File: src/rtl/pong_game_ctrl.sv
// Pong match sequencer: steps idle/serve/rally/point/pause/over, gates ball and
// paddle motion, and keeps per-player point totals to detect the winner.
module pong_game_ctrl #(
   parameter int unsigned WIN_SCORE    = 11,
   parameter int unsigned SERVE_FRAMES = 60,
   parameter int unsigned POINT_FRAMES = 90
) (
   input  logic       clk,
   input  logic       reset,
   input  logic       frame_tick,
   input  logic       start_btn,
   input  logic       pause_btn,
   input  logic       score1,
   input  logic       score2,
   output logic       ball_run,
   output logic       ball_center,
   output logic       serve_dir,
   output logic       paddle_en,
   output logic       score_clr,
   output logic       game_over,
   output logic [1:0] winner,
   output logic [6:0] p1_pts,
   output logic [6:0] p2_pts,
   output logic [2:0] state
);

   typedef enum logic [2:0] {
      IDLE  = 3'd0,
      SERVE = 3'd1,
      PLAY  = 3'd2,
      POINT = 3'd3,
      PAUSE = 3'd4,
      OVER  = 3'd5
   } state_e;

   localparam logic [7:0] SERVE_LAST = 8'(SERVE_FRAMES - 1);
   localparam logic [7:0] POINT_LAST = 8'(POINT_FRAMES - 1);
   localparam logic [6:0] WIN_PTS    = 7'(WIN_SCORE);

   state_e     state_q, state_d;
   logic [7:0] frame_cnt_q, frame_cnt_d;
   logic [6:0] p1_q, p1_d, p2_q, p2_d;
   logic [6:0] p1_inc, p2_inc;
   logic [1:0] winner_q, winner_d;
   logic       serve_dir_q, serve_dir_d;
   logic       score_clr_q, score_clr_d;
   logic       ball_run_q, ball_run_d;
   logic       ball_center_q, ball_center_d;
   logic       paddle_en_q, paddle_en_d;
   logic       game_over_q, game_over_d;
   logic       start_prev_q, pause_prev_q;
   logic       armed_q;
   logic       start_edge, pause_edge;

   // armed_q blocks edge detection on the first clock after reset so a button
   // held through reset is absorbed into the previous-sample flops.
   always_comb begin
      start_edge = armed_q & start_btn & ~start_prev_q;
      pause_edge = armed_q & pause_btn & ~pause_prev_q;
      p1_inc     = (p1_q < WIN_PTS) ? p1_q + 7'd1 : p1_q;
      p2_inc     = (p2_q < WIN_PTS) ? p2_q + 7'd1 : p2_q;

      state_d     = state_q;
      frame_cnt_d = frame_cnt_q;
      p1_d        = p1_q;
      p2_d        = p2_q;
      winner_d    = winner_q;
      serve_dir_d = serve_dir_q;
      score_clr_d = 1'b0;

      case (state_q)
         IDLE, OVER: begin
            if (start_edge) begin
               score_clr_d = 1'b1;
               p1_d        = '0;
               p2_d        = '0;
               winner_d    = '0;
               serve_dir_d = 1'b0;
               frame_cnt_d = '0;
               state_d     = SERVE;
            end
         end
         SERVE: begin
            if (frame_tick) begin
               if (frame_cnt_q == SERVE_LAST) begin
                  frame_cnt_d = '0;
                  state_d     = PLAY;
               end else begin
                  frame_cnt_d = frame_cnt_q + 8'd1;
               end
            end
         end
         PLAY: begin
            // Player 1 wins a simultaneous score; a score also swallows any pause edge.
            if (score1) begin
               p1_d        = p1_inc;
               serve_dir_d = 1'b0;
               frame_cnt_d = '0;
               if (p1_inc == WIN_PTS) begin
                  winner_d = 2'b01;
                  state_d  = OVER;
               end else begin
                  state_d  = POINT;
               end
            end else if (score2) begin
               p2_d        = p2_inc;
               serve_dir_d = 1'b1;
               frame_cnt_d = '0;
               if (p2_inc == WIN_PTS) begin
                  winner_d = 2'b10;
                  state_d  = OVER;
               end else begin
                  state_d  = POINT;
               end
            end else if (pause_edge) begin
               state_d = PAUSE;
            end
         end
         POINT: begin
            if (frame_tick) begin
               if (frame_cnt_q == POINT_LAST) begin
                  frame_cnt_d = '0;
                  state_d     = SERVE;
               end else begin
                  frame_cnt_d = frame_cnt_q + 8'd1;
               end
            end
         end
         PAUSE: begin
            if (pause_edge) state_d = PLAY;
         end
         default: state_d = IDLE;
      endcase

      ball_run_d    = (state_d == PLAY);
      ball_center_d = (state_d == IDLE) || (state_d == SERVE);
      paddle_en_d   = (state_d == SERVE) || (state_d == PLAY);
      game_over_d   = (state_d == OVER);
   end

   always_ff @(posedge clk or negedge reset) begin
      if (!reset) begin
         state_q       <= IDLE;
         frame_cnt_q   <= '0;
         p1_q          <= '0;
         p2_q          <= '0;
         winner_q      <= '0;
         serve_dir_q   <= 1'b0;
         score_clr_q   <= 1'b0;
         ball_run_q    <= 1'b0;
         ball_center_q <= 1'b1;
         paddle_en_q   <= 1'b0;
         game_over_q   <= 1'b0;
         start_prev_q  <= 1'b0;
         pause_prev_q  <= 1'b0;
         armed_q       <= 1'b0;
      end else begin
         state_q       <= state_d;
         frame_cnt_q   <= frame_cnt_d;
         p1_q          <= p1_d;
         p2_q          <= p2_d;
         winner_q      <= winner_d;
         serve_dir_q   <= serve_dir_d;
         score_clr_q   <= score_clr_d;
         ball_run_q    <= ball_run_d;
         ball_center_q <= ball_center_d;
         paddle_en_q   <= paddle_en_d;
         game_over_q   <= game_over_d;
         start_prev_q  <= start_btn;
         pause_prev_q  <= pause_btn;
         armed_q       <= 1'b1;
      end
   end

   assign ball_run    = ball_run_q;
   assign ball_center = ball_center_q;
   assign serve_dir   = serve_dir_q;
   assign paddle_en   = paddle_en_q;
   assign score_clr   = score_clr_q;
   assign game_over   = game_over_q;
   assign winner      = winner_q;
   assign p1_pts      = p1_q;
   assign p2_pts      = p2_q;
   assign state       = state_q;

endmodule
File: config.mk
export PLATFORM = sky130hd
export DESIGN_NAME = pong_game_ctrl
export DESIGN_NICKNAME = d
export VERILOG_FILES = /design/src/rtl/pong_game_ctrl.sv
export SDC_FILE = /design/constraint.sdc
export NUM_CORES = 1
export LEC_CHECK = 0
export ABC_AREA = 1
export CAP_MARGIN = 20
export CORE_ASPECT_RATIO = 0.8
export CORE_MARGIN = 2
export CORE_UTILIZATION = 35
export CTS_CLUSTER_SIZE = 16
export DETAILED_ROUTE_END_ITERATION = 8
export GPL_ROUTABILITY_DRIVEN = 0
export PLACE_DENSITY = 0.53
export SLEW_MARGIN = 20
export SYNTH_ARGS = -nofsm -noshare
export SYNTH_HDL_FRONTEND = slang
export SYNTH_SLANG_ARGS = --single-unit
File: constraint.sdc
create_clock -name clk -period 2 [get_ports clk]
set_input_delay 0.3 -clock clk [delete_from_list [all_inputs] [get_ports clk]]
set_output_delay 0.3 -clock clk [all_outputs]
set_load 0.05 [all_outputs]
==> impl_metrics.yaml <==
synthesis:
  synth.cell_area_um2: 1986
  synth_edf_count: 0
  synth_warnings: 0
  synth_nets: 268
  synthDistinctLibCells: 32
  ys_ff_latch: 36
  synth_area_per_cell_um2: 7.726
  synth_flop_cell: "dfrtp_1"
  ys_seq_area_frac: 0.4543
  yosysTopAreaCellShare: 0.4411
  async_flop_share: 1.000
  synth.largest_area_cell: "dfrtp_1"
  netlist_instances: 257
  synth.area.top_cells: "dfrtp_1 (44%), nand2_1 (11%), inv_1 (8.5%)"
sta:
  tns_ns: 0
  fmax_ghz: 0.5251
  tightest_slew_ns: 0.5112
  slew_viol_final: 0
  setup_viol_count_final: 0
  period_minus_slack_ns: 1.905
  slew_headroom: 0.6581
  clock_skew_ns: 0.006891
  rsz0062_at_grt: "no"
  period_share: 0.9523
  hold_violations: 0
worst_setup_path:
  crit_type: "reg -> out"
  path_buf_inv: 1
  critPathMaxStageDelay_ns: 0.79
  worst_setup_path_end_kind: "primary output"
  critPathLaunchType: "flop"
  path_max_fanout: 1
  crit_chain: "clkdlybuf4s50_1"
  critical_path.top_delay_family: "buffers and inverters"
  required_ns: 1.70
  crit_arrival_ns: 1.60
  slowest_stage: "clkdlybuf4s50_1"
hold_path:
  hold_path.class: "in -> reg"
global_route:
  use_met2: 0.2122
  antenna_found_initial: 0
  met1_usage: 0.2318
  grt_most_used_layer: "met1"
  gr-usage-met3: 0.03917
  grt_pass1_vias: 1548
  grt_pass1_wl_mm: 7.445
  grt_usage: 0.1545
  grt-ovfl-total: 0
  grt_max_degree: 21
power:
  irDropWorstVdd_v: 0.0005708
  power.leakage_nw: 1.257
  pwr_density_cell_nw_per_um2: 1365
layout:
  syn2layout_area_growth_pct: 28.17
  final_cell_mix: "nand2_1 (56), inv_1 (45), dfrtp_1 (35)"
  n_antenna_cell: 0
  drive_gt1_frac: 0.1130
  final_common_cell: "nand2_1"
  stdcell_count: 379
  utilization: 0.4657
  num-nets-final: 311
place:
  dp_cells: 370
  dp_hpwl_mm: 3.404
  port-buffer-count: 31
cts:
  cts_tree: "done"
  cts_setup_buffers: 0
  clk_pin_slew_ns: 0.08
  clock_latency_ns: 0.30
  numCtsBuffers: 5
  h-tree-depth: 2
  cts_root_buffer: "clkbuf_8"
  clkSinkCount: 36
  cts_buffer_depth: 2
floorplan:
  die_w_um: 88.21
  core_um2: 5465
  rows: 24
  io_pins: 32
  dieArea_um2: 6296
  start_util: 0.3633
  die_y_um: 71.37
routing:
  wl_per_cell_um: 11.65
  drtIter0Drc: 65
  avgViaCountPerCell: 4.520
  postRouteAntennaNets: 0
  drc: 0
  vias: 1713
  first_pass_iters: 4
  postRouteWirelength_mm: 4.415
flow_run:
  cap_violations: 0
outcome:
  status: "complete, no violations"
-- synthesized netlist by cell type (3+ instances only) --
| cell | number |
|---|---|
| inv_1 | 45 |
| o21ai_1 | 7 |
| nand3_1 | 19 |
| xor2_1 | 3 |
| nor2_2 | 5 |
| nor3_1 | 7 |
| inv_2 | 4 |
| o21ai_0 | 12 |
| nand2_1 | 56 |
| dfrtp_1 | 35 |
| nor2_1 | 23 |
| ha_1 | 4 |
| a21oi_1 | 11 |
| o22ai_1 | 5 |
-- per-layer routing --
| layer | vias up | part of all wire |
|---|---|---|
| met5 | - | 0 |
| met4 | 0 | 0.017 |
| met3 | 8 | 0.040 |
| met2 | 28 | 0.41 |
| met1 | 768 | 0.54 |
| li1 | 909 | - |
-- stage by stage --
step | total power [mW] | setup WS (ns) | hold slack (ns) | cell area [um2]
floorplan | 2.333 | 0.2138 | 0.004409 | 1986
global placement | 2.851 | 0.1337 | 0.2838 | 2419
detailed placement | 2.838 | 0.08890 | 0.2864 | 2419
CTS | 3.505 | 0.05737 | 0.4534 | 2540
global route | 3.738 | 0.02024 | 0.4413 | 2545
finish | 3.473 | 0.09542 | 0.4605 | 2545
-- area by class of cell --
| cell class | count | area, um2 |
|---|---|---|
| Fill cell | 563 | 2920 |
| Clock inverter | 3 | 42.54 |
| Sequential cell | 36 | 902.1 |
| Multi-Input combinational cell | 171 | 895.9 |
| Inverter | 50 | 190.2 |
| Timing Repair Buffer | 36 | 347.8 |
| Tap cell | 78 | 97.59 |
| Clock buffer | 5 | 68.82 |
-- worst paths after layout --
path | cells after the start | from | slack [ns] | endpoint
setup / recovery | 1 | ball_center | 0.1 | ball_center
hold / removal | 1 | start_btn | 0.46 | start_prev_q
hold reg to reg | 2 | p1_pts[5] | 0.49 | p1_pts[5]
setup reg to reg | 12 | p2_pts[6] | 0.20 | paddle_en
max in group asynchronous | 3 | reset | 0.91 | ball_center
min in group asynchronous | 2 | reset | 0.50 | p2_pts[0]
-- state kept, by name (all words and copies together) (netlist names) --
name,count
paddle_en,1
state,3
start_prev_q,1
p2_pts,7
p1_pts,7
armed_q,1
frame_cnt_q,8
winner,2
pause_prev_q,1
score_clr,1
ball_run,1
game_over,1
ball_center,1
serve_dir,1
-- power by group --
group	switching (mW)	internal [mW]	total (mW)
Combinational	1.20	0.571	1.77
Clock	0.287	0.369	0.656
Sequential	0.148	0.899	1.05
-- cell families after synthesis --
family,Yosys count,synth area share
xor+xnor,3,0.01323
fa+ha+maj,4,0.02521
buf+inv,50,0.09578
compound gates,42,0.1330
simple gates,121,0.2766
other cells,1,0.001889
flops,36,0.4543
-- timing repair --
item | CTS | global route
hold buffers | 1 | 0
hold endpoints to repair | 18 | 0
endpoints found under the setup margin | 0 | 2
resized for setup | 0 | 2
Note: power is estimated with default switching activity, not from simulation.
